[config.mk]
export PLATFORM = sky130hd
export DESIGN_NAME = camera_capture_sequencer
export DESIGN_NICKNAME = d
export VERILOG_FILES = /design/src/rtl/camera_capture_sequencer.sv
export SDC_FILE = /design/constraint.sdc
export NUM_CORES = 1
export LEC_CHECK = 0
export CAP_MARGIN = 20
export CORE_UTILIZATION = 35
export CTS_BUF_LIST = sky130_fd_sc_hd__clkbuf_16
export CTS_CLUSTER_SIZE = 20
export DETAILED_ROUTE_END_ITERATION = 12
export PLACE_DENSITY_LB_ADDON = 0.1
export SYNTH_ARGS = -nofsm -noshare
export SYNTH_HDL_FRONTEND = slang
export SYNTH_SLANG_ARGS = --single-unit
export TNS_END_PERCENT = 5
[constraint.sdc]
create_clock -name sysClk -period 2.85 [get_ports sysClk]
set_input_delay 0.855 -clock sysClk [delete_from_list [all_inputs] [get_ports sysClk]]
set_output_delay 0.855 -clock sysClk [all_outputs]
set_load 0.01 [all_outputs]
[src/rtl/camera_capture_sequencer.sv]
// Camera capture sequencer: issues a trigger pulse to the selected camera,
// waits for a fresh frame start, counts lines until frame end and reports
// either a good frame or a sticky timeout / capture-failure error.
module camera_capture_sequencer #(
  parameter int TRIG_CYCLES    = 16,
  parameter int TIMEOUT_CYCLES = 10_000_000,
  parameter int EXPECTED_LINES = 1944
) (
  input  logic        sysClk,
  input  logic        hard_reset,
  input  logic        trigger,
  input  logic        cam_id,
  input  logic [15:0] trigger_index,
  input  logic [27:0] timestamp,
  input  logic        FV_0,
  input  logic        LV_0,
  input  logic        FV_1,
  input  logic        LV_1,
  output logic        trigger_0,
  output logic        trigger_1,
  output logic        busy,
  output logic        cam_sel,
  output logic [15:0] meta_index,
  output logic [27:0] meta_timestamp,
  output logic        image_metadata_valid,
  output logic        frame_done,
  output logic [11:0] line_count,
  output logic        camera_timeout_error_flag,
  output logic        image_capture_failure_flag,
  output logic        error_flag_valid,
  output logic        request_rejected
);

  typedef enum logic [2:0] {
    IDLE    = 3'd0,
    TRIG    = 3'd1,
    WAIT_FV = 3'd2,
    CAPTURE = 3'd3,
    DONE    = 3'd4,
    ERR     = 3'd5
  } state_t;

  localparam logic [7:0]  TRIG_LAST    = 8'(TRIG_CYCLES - 1);
  localparam logic [23:0] TIMEOUT_LAST = 24'(TIMEOUT_CYCLES - 1);
  localparam logic [11:0] LINES_GOOD   = 12'(EXPECTED_LINES);

  state_t      state_r;
  logic [7:0]  trig_cnt_r;
  logic [23:0] timer_r;
  logic        prev_fv_r;
  logic        prev_lv_r;

  logic        sel_fv_s;
  logic        sel_lv_s;
  logic        fv_rise_s;
  logic        fv_fall_s;
  logic        lv_rise_s;
  logic [11:0] line_next_s;

  // Select the active camera's FV/LV, detect edges, and form the next line count.
  always_comb begin
    sel_fv_s    = 1'b0;
    sel_lv_s    = 1'b0;
    line_next_s = line_count;
    if (cam_sel) begin
      sel_fv_s = FV_1;
      sel_lv_s = LV_1;
    end else begin
      sel_fv_s = FV_0;
      sel_lv_s = LV_0;
    end
    fv_rise_s = sel_fv_s & ~prev_fv_r;
    fv_fall_s = ~sel_fv_s & prev_fv_r;
    lv_rise_s = sel_lv_s & ~prev_lv_r;
    // Line count saturates so a runaway camera cannot wrap back to a valid count.
    if (lv_rise_s && (line_count != 12'hFFF)) begin
      line_next_s = line_count + 12'd1;
    end else begin
      line_next_s = line_count;
    end
  end

  // Sequencer FSM with all outputs registered.
  always_ff @(posedge sysClk) begin
    if (hard_reset) begin
      state_r                    <= IDLE;
      trig_cnt_r                 <= 8'd0;
      timer_r                    <= 24'd0;
      prev_fv_r                  <= 1'b0;
      prev_lv_r                  <= 1'b0;
      trigger_0                  <= 1'b0;
      trigger_1                  <= 1'b0;
      busy                       <= 1'b0;
      cam_sel                    <= 1'b0;
      meta_index                 <= 16'd0;
      meta_timestamp             <= 28'd0;
      image_metadata_valid       <= 1'b0;
      frame_done                 <= 1'b0;
      line_count                 <= 12'd0;
      camera_timeout_error_flag  <= 1'b0;
      image_capture_failure_flag <= 1'b0;
      error_flag_valid           <= 1'b0;
      request_rejected           <= 1'b0;
    end else begin
      // Edge history follows the selected camera every cycle, so a frame
      // already in progress when WAIT_FV is entered shows no rising edge.
      prev_fv_r            <= sel_fv_s;
      prev_lv_r            <= sel_lv_s;
      image_metadata_valid <= 1'b0;
      frame_done           <= 1'b0;
      error_flag_valid     <= 1'b0;
      request_rejected     <= trigger & (state_r != IDLE);

      case (state_r)
        IDLE: begin
          if (trigger) begin
            cam_sel                    <= cam_id;
            meta_index                 <= trigger_index;
            meta_timestamp             <= timestamp;
            camera_timeout_error_flag  <= 1'b0;
            image_capture_failure_flag <= 1'b0;
            line_count                 <= 12'd0;
            trig_cnt_r                 <= 8'd0;
            trigger_0                  <= ~cam_id;
            trigger_1                  <= cam_id;
            busy                       <= 1'b1;
            state_r                    <= TRIG;
          end else begin
            busy <= 1'b0;
          end
        end
        TRIG: begin
          if (trig_cnt_r == TRIG_LAST) begin
            trigger_0 <= 1'b0;
            trigger_1 <= 1'b0;
            timer_r   <= 24'd0;
            state_r   <= WAIT_FV;
          end else begin
            trig_cnt_r <= trig_cnt_r + 8'd1;
          end
        end
        WAIT_FV: begin
          // A frame start arriving on the timeout cycle still wins.
          if (fv_rise_s) begin
            image_metadata_valid <= 1'b1;
            state_r              <= CAPTURE;
          end else if (timer_r == TIMEOUT_LAST) begin
            camera_timeout_error_flag <= 1'b1;
            error_flag_valid          <= 1'b1;
            state_r                   <= ERR;
          end else begin
            timer_r <= timer_r + 24'd1;
          end
        end
        CAPTURE: begin
          line_count <= line_next_s;
          // A line edge coincident with frame end belongs to this frame.
          if (fv_fall_s) begin
            if (line_next_s == LINES_GOOD) begin
              frame_done <= 1'b1;
              state_r    <= DONE;
            end else begin
              image_capture_failure_flag <= 1'b1;
              error_flag_valid           <= 1'b1;
              state_r                    <= ERR;
            end
          end else begin
            state_r <= CAPTURE;
          end
        end
        DONE: begin
          busy    <= 1'b0;
          state_r <= IDLE;
        end
        ERR: begin
          busy    <= 1'b0;
          state_r <= IDLE;
        end
        default: begin
          trigger_0 <= 1'b0;
          trigger_1 <= 1'b0;
          busy      <= 1'b0;
          state_r   <= IDLE;
        end
      endcase
    end
  end

endmodule
# ---- Yosys cells after proc, flatten, opt, wreduce, memory -nomap -nowiden
# Cells that the tools add are included.
dict set report word_totals {
  regBits 103
  latch_bits 0
  ramBits 0
  rom_bits 0
  output_inout_bits 66
  word_cells 110
  n_memories 0
}
dict set report op_classes {
  addsub 3
  mul 0
  div_mod_pow 0
  n_lt_le_gt_ge 0
  eq_ne 18
  n_shift 0
  n_mux 40
  bitwise 12
  reduce_logical 19
}
# cell n
set ops {}
lappend ops {{$mux 24} 3}
lappend ops {{$pmux 24 s2} 1}
lappend ops {{$add 24x1->24 const B} 1}
lappend ops {{$eq 24x24->1 const B} 1}
lappend ops {{$mux 12} 2}
lappend ops {{$pmux 12 s2} 1}
lappend ops {{$mux 1} 18}
lappend ops {{$mux 8} 2}
lappend ops {{$ne 2x2->1 const B} 8}
lappend ops {{$pmux 8 s2} 1}
lappend ops {{$mux 3} 5}
lappend ops {{$add 12x1->12 const B} 1}
lappend ops {{$eq 12x11->1 const B} 1}
lappend ops {{$ne 12x12->1 const B} 1}
lappend ops {{$pmux 3 s4} 1}
lappend ops {{$reduce_and 4->1} 3}
lappend ops {{$reduce_and 3->1} 3}
lappend ops {{$add 8x1->8 const B} 1}
lappend ops {{$eq 8x4->1 const B} 1}
lappend ops {{$not 1->1} 8}
lappend ops {{$pmux 1 s2} 4}
lappend ops {{$reduce_bool 2->1} 4}
lappend ops {{$eq 3x2->1 const B} 2}
lappend ops {{$eq 3x3->1 const B} 2}
lappend ops {{11 further kinds} 17}

# ---- Depth between registers and ports, before layout
dict set report depth {
  ltp_word 8
  mapped_depth 9
}

# ---- Worst setup path before layout
# Ideal clock, no wire load.
dict set report synth_timing {
  path_type {input to register}
  start {input LV_1}
  end {register state_r[0]}
  setup_ns 0.127
  arrival_ns 2.473
  t_required_ns 2.723
  slack_ns 0.250
  stages 6
  path_cell_list {mux2i_1 -> a311oi_1 -> or3_1 -> a2bb2o_2 -> or4_1 -> o2bb2ai_1}
}
dict set report synth_between {
  elab_chain_len 8
}
# item line_no
set synth_lines {}
lappend synth_lines {{start, declared} 18} ;# input logic LV_1,
lappend synth_lines {{$mux 1} 65} ;# if (cam_sel) begin
lappend synth_lines {{$and 1x1->1} 74} ;# lv_rise_s = sel_lv_s & ~prev_lv_r;
lappend synth_lines {{$logic_and 1x1->1} 76} ;# if (lv_rise_s && (line_count != 12'hFFF)) begin
lappend synth_lines {{$mux 12} 76}
lappend synth_lines {{$eq 12x11->1} 159} ;# if (line_next_s == LINES_GOOD) begin
lappend synth_lines {{$mux 1} 159}
lappend synth_lines {{$mux 3} 158} ;# if (fv_fall_s) begin
lappend synth_lines {{$pmux 3 s4} 114} ;# case (state_r)
lappend synth_lines {{end signal, assigned} 161} ;# state_r <= DONE;
lappend synth_lines {{end signal, assigned} 165} ;# state_r <= ERR;
lappend synth_lines {{end signal, assigned} 168} ;# state_r <= CAPTURE;
lappend synth_lines {{end, declared} 47} ;# state_t state_r;
# Every way passes these cells.
# A chain may end at the register's enable or synchronous reset.

# ---- Worst setup path in the final report
dict set report layout_timing {
  start {input LV_0}
  end {register state_r[0]}
}
dict set report layout_between {
  elab_chain_len 8
}
# item line_no
set layout_lines {}
lappend layout_lines {{start, declared} 16} ;# input logic LV_0,
lappend layout_lines {{$mux 1} 65}
lappend layout_lines {{$and 1x1->1} 74}
lappend layout_lines {{$logic_and 1x1->1} 76}
lappend layout_lines {{$mux 12} 76}
lappend layout_lines {{$eq 12x11->1} 159}
lappend layout_lines {{$mux 1} 159}
lappend layout_lines {{$mux 3} 158}
lappend layout_lines {{$pmux 3 s4} 114}
# Every way passes these cells.

==> results.txt <==
Total Die Area - 0.01363 mm^2
DR WL/cell - 14.57 um
CP max FO - 5
Peak supply drop - 0.0003405 V
CTS tree - done
Tmin final - 2746 ps
Vias in the first global route - 4047
Detailed Route Iter0 Violations - 257
Setup TNS - 0 ps
# placed instances - 845
Ports - 118
FMAX - 364.2 MHz
PwrDens - 677.9 mW/mm^2
Count of different cell masters after synthesis - 58
Die height - 116.7 um
Core footprint - 0.01272 mm^2
Share of cells above drive strength 1 - 0.06831
Drt pass-1 iters - 5
EDFF count, synth - 0
H-tree levels - 3
First-pass GRT wire length - 19970 um
Worst-Margin Slew - 683.7 ps
# hold bufs at CTS - 0
Fraction of synthesized area in multiplexers - 0.01303
Kind of critical path - primary input to register
Ys flop type - dfxtp_1
Largest family of logic cells by synthesized area - simple AND/OR/NAND/NOR gates
Post-CTS repair timing setup buffer count - 0
Crit path DAT - 2980 ps
Worst EP required - 3080 ps
Max Clock Skew - 5.192 ps
Worst Setup End Kind - register
Worst Hold Class - register to register
Mapped Area - 0.004608 mm^2
Final hold slack - 452.4 ps
Design Power - 0.004267 W
DPL Wire Length - 8474 um
Synth Area in Simple Gates - 0.2932
Initial antenna violation count - 1
Routability cong. - 0.8606
Commonest non-fill, non-tap cell in the layout - nand2_1
Gr ovfl total - 0
Row count - 41
Vias post-DR - 4549
Final setup fails - 0
Clock Sinks - 103
Cts bufs inserted - 9
Final nets - 739
Tcrit/Tclk final - 0.9634
Asr flop ratio synth - 0
Mean post-synth cell area - 8.056 um^2
Synth warn - 0
Post-Synth XOR/XNOR Area - 0.01711
Layout area overhead - 36.60%
Final cell count without fillers - 861
Synth Area in Adders - 0.008146
Mapped Cells - 572
Post-synthesis sequential area ratio - 0.4475
DRC - 0
Final Hold Viols - 0
Worst-path clk slew - 70 ps
Clock buffer depth - 2
Gr usage total - 0.1876
Rel. slew slack - 0.5442
I/O Buffers - 117
Leak - 2.165 nW
Detail Route Antenna Nets - 0
Synthesized Nets - 627
Vias per cell - 5.283
Root buffer cell - clkbuf_16
Largest net degree at the start of global routing - 61
Routed WL - 12550 um
Die Wd - 116.7 um
Fillers - 1256
Yosys reg bits - 103
Status - finished clean
Compound-cell area share of the yosys netlist - 0.1789
Final Slew Violations - 0
Clk_lat worst skew - 350 ps
Crit path launch type - primary input
Max-cap violations - 0
Initial Util - 0.3622
Most frequent cells in the layout - nand2_1, clkdlybuf4s50_1, dfxtp_1, a21oi_1, nor2_1
path summary, 6_finish.rpt:
check / startpoint / end / slack, ps / cells after the start
worst min register to register: meta_timestamp[0]$_SDFFE_PP0P_ / meta_timestamp[0]$_SDFFE_PP0P_ / 450 / 2
worst max-delay path: LV_0 / state_r[0]$_SDFFE_PP0P_ / 100 / 7
worst max register to register: line_count[0]$_SDFFE_PP0P_ / state_r[0]$_SDFFE_PP0P_ / 420 / 7
worst min-delay path: meta_timestamp[0]$_SDFFE_PP0P_ / meta_timestamp[0]$_SDFFE_PP0P_ / 450 / 2
through the flow:
| step | util | worst slack [ps] | instance area (um^2) |
|---|---|---|---|
| after floorplan | - | 250.1 | 4608 |
| after global placement | 0.4716 | -250.4 | 6000 |
| after detailed placement | 0.4716 | -303.2 | 6000 |
| after CTS | 0.4934 | 42.04 | 6277 |
| after global routing | 0.4946 | -2.438 | 6292 |
| final | 0.4948 | 104.3 | 6295 |
per-layer routing:
layer	global-route usage	routed length (um)
met5	0	0
met4	0.07257	200
met3	0.06591	1073
met2	0.2718	5543
met1	0.2543	5729
sequential cells by signal, summed over array words and instances, names as in the netlist, 3 cells and up:
register and flops:
timer_r 24, line_count 12, trig_cnt_r 8, meta_index 16, state_r 3, meta_timestamp 28
cell usage after synthesis (2+ instances only):
library cell  number  share of area
o21ai_0           20          0.022
or3_1             11          0.015
mux2i_1            6          0.013
o22ai_1            2         0.0027
ha_1               3         0.0081
a211oi_1           3         0.0049
clkbuf_1          23          0.019
dfxtp_1          103           0.45
xnor2_1            3         0.0057
nor4_1             3         0.0041
nand4_1            8          0.011
and4_1             7          0.013
a311oi_1           3         0.0057
o211ai_1           4         0.0065
and3_1            10          0.014
clkbuf_2           2         0.0022
nand3_1           29          0.031
and2_1             6         0.0081
buf_6              3         0.0073
nor2_1            32          0.026
buf_2              6         0.0065
nor3b_1            2         0.0033
xor2_1             6          0.011
or4_1             10          0.016
a31oi_1            6         0.0081
nor3_1            11          0.012
nand2_1          119          0.097
nand2b_1           3         0.0041
nor4b_1            2         0.0038
a21oi_1           81          0.088
a41oi_1            2         0.0038
o41ai_1            5         0.0095
nand4b_1           4         0.0076
o31ai_1            5         0.0081
inv_1              6         0.0049
cells by family (layout without fill, tap and decap cells):
group / Yosys count / in the layout
buf+inv: 42 / 158
xor+xnor: 9 / 9
simple gates: 269 / 269
compound gates: 140 / 140
flops: 103 / 103
fa+ha+maj: 3 / 3
mux: 6 / 6
other cells: 0 / 1
area by class of cell:
cell class	instances	area (um^2)	share of cell area
clock buffer	9	225.2	0.03578
antenna	1	2.502	0.0003975
timing repair buffer	137	1341	0.2131
sequential	103	2062	0.3276
tap	172	215.2	0.03419
inverter	6	22.52	0.003578
clock inverter	6	52.55	0.008348
multi-input combinational	427	2374	0.3771
worst max-delay path, cell delays in order:
cell	delay (ps)
clkdlybuf4s50_1	480
mux2i_2	140
nor4_1	320
mux2i_1	270
o2111ai_1	160
or4_1	590
o2bb2ai_1	150
timing repair:
item | in CTS | in global routing
resized for setup | 0 | 3
endpoints found under the setup margin | 0 | 1
hold endpoints to repair | 0 | 0
where the power goes:
| part | internal [W] | switching, W | leakage [nW] | total, W |
|---|---|---|---|---|
| clock | 0.000666 | 0.000537 | 0.140 | 0.00120 |
| combinational | 0.000606 | 0.000755 | 1.19 | 0.00136 |
| sequential | 0.00160 | 0.000106 | 0.838 | 0.00170 |
(Power assumes the default switching activity.)
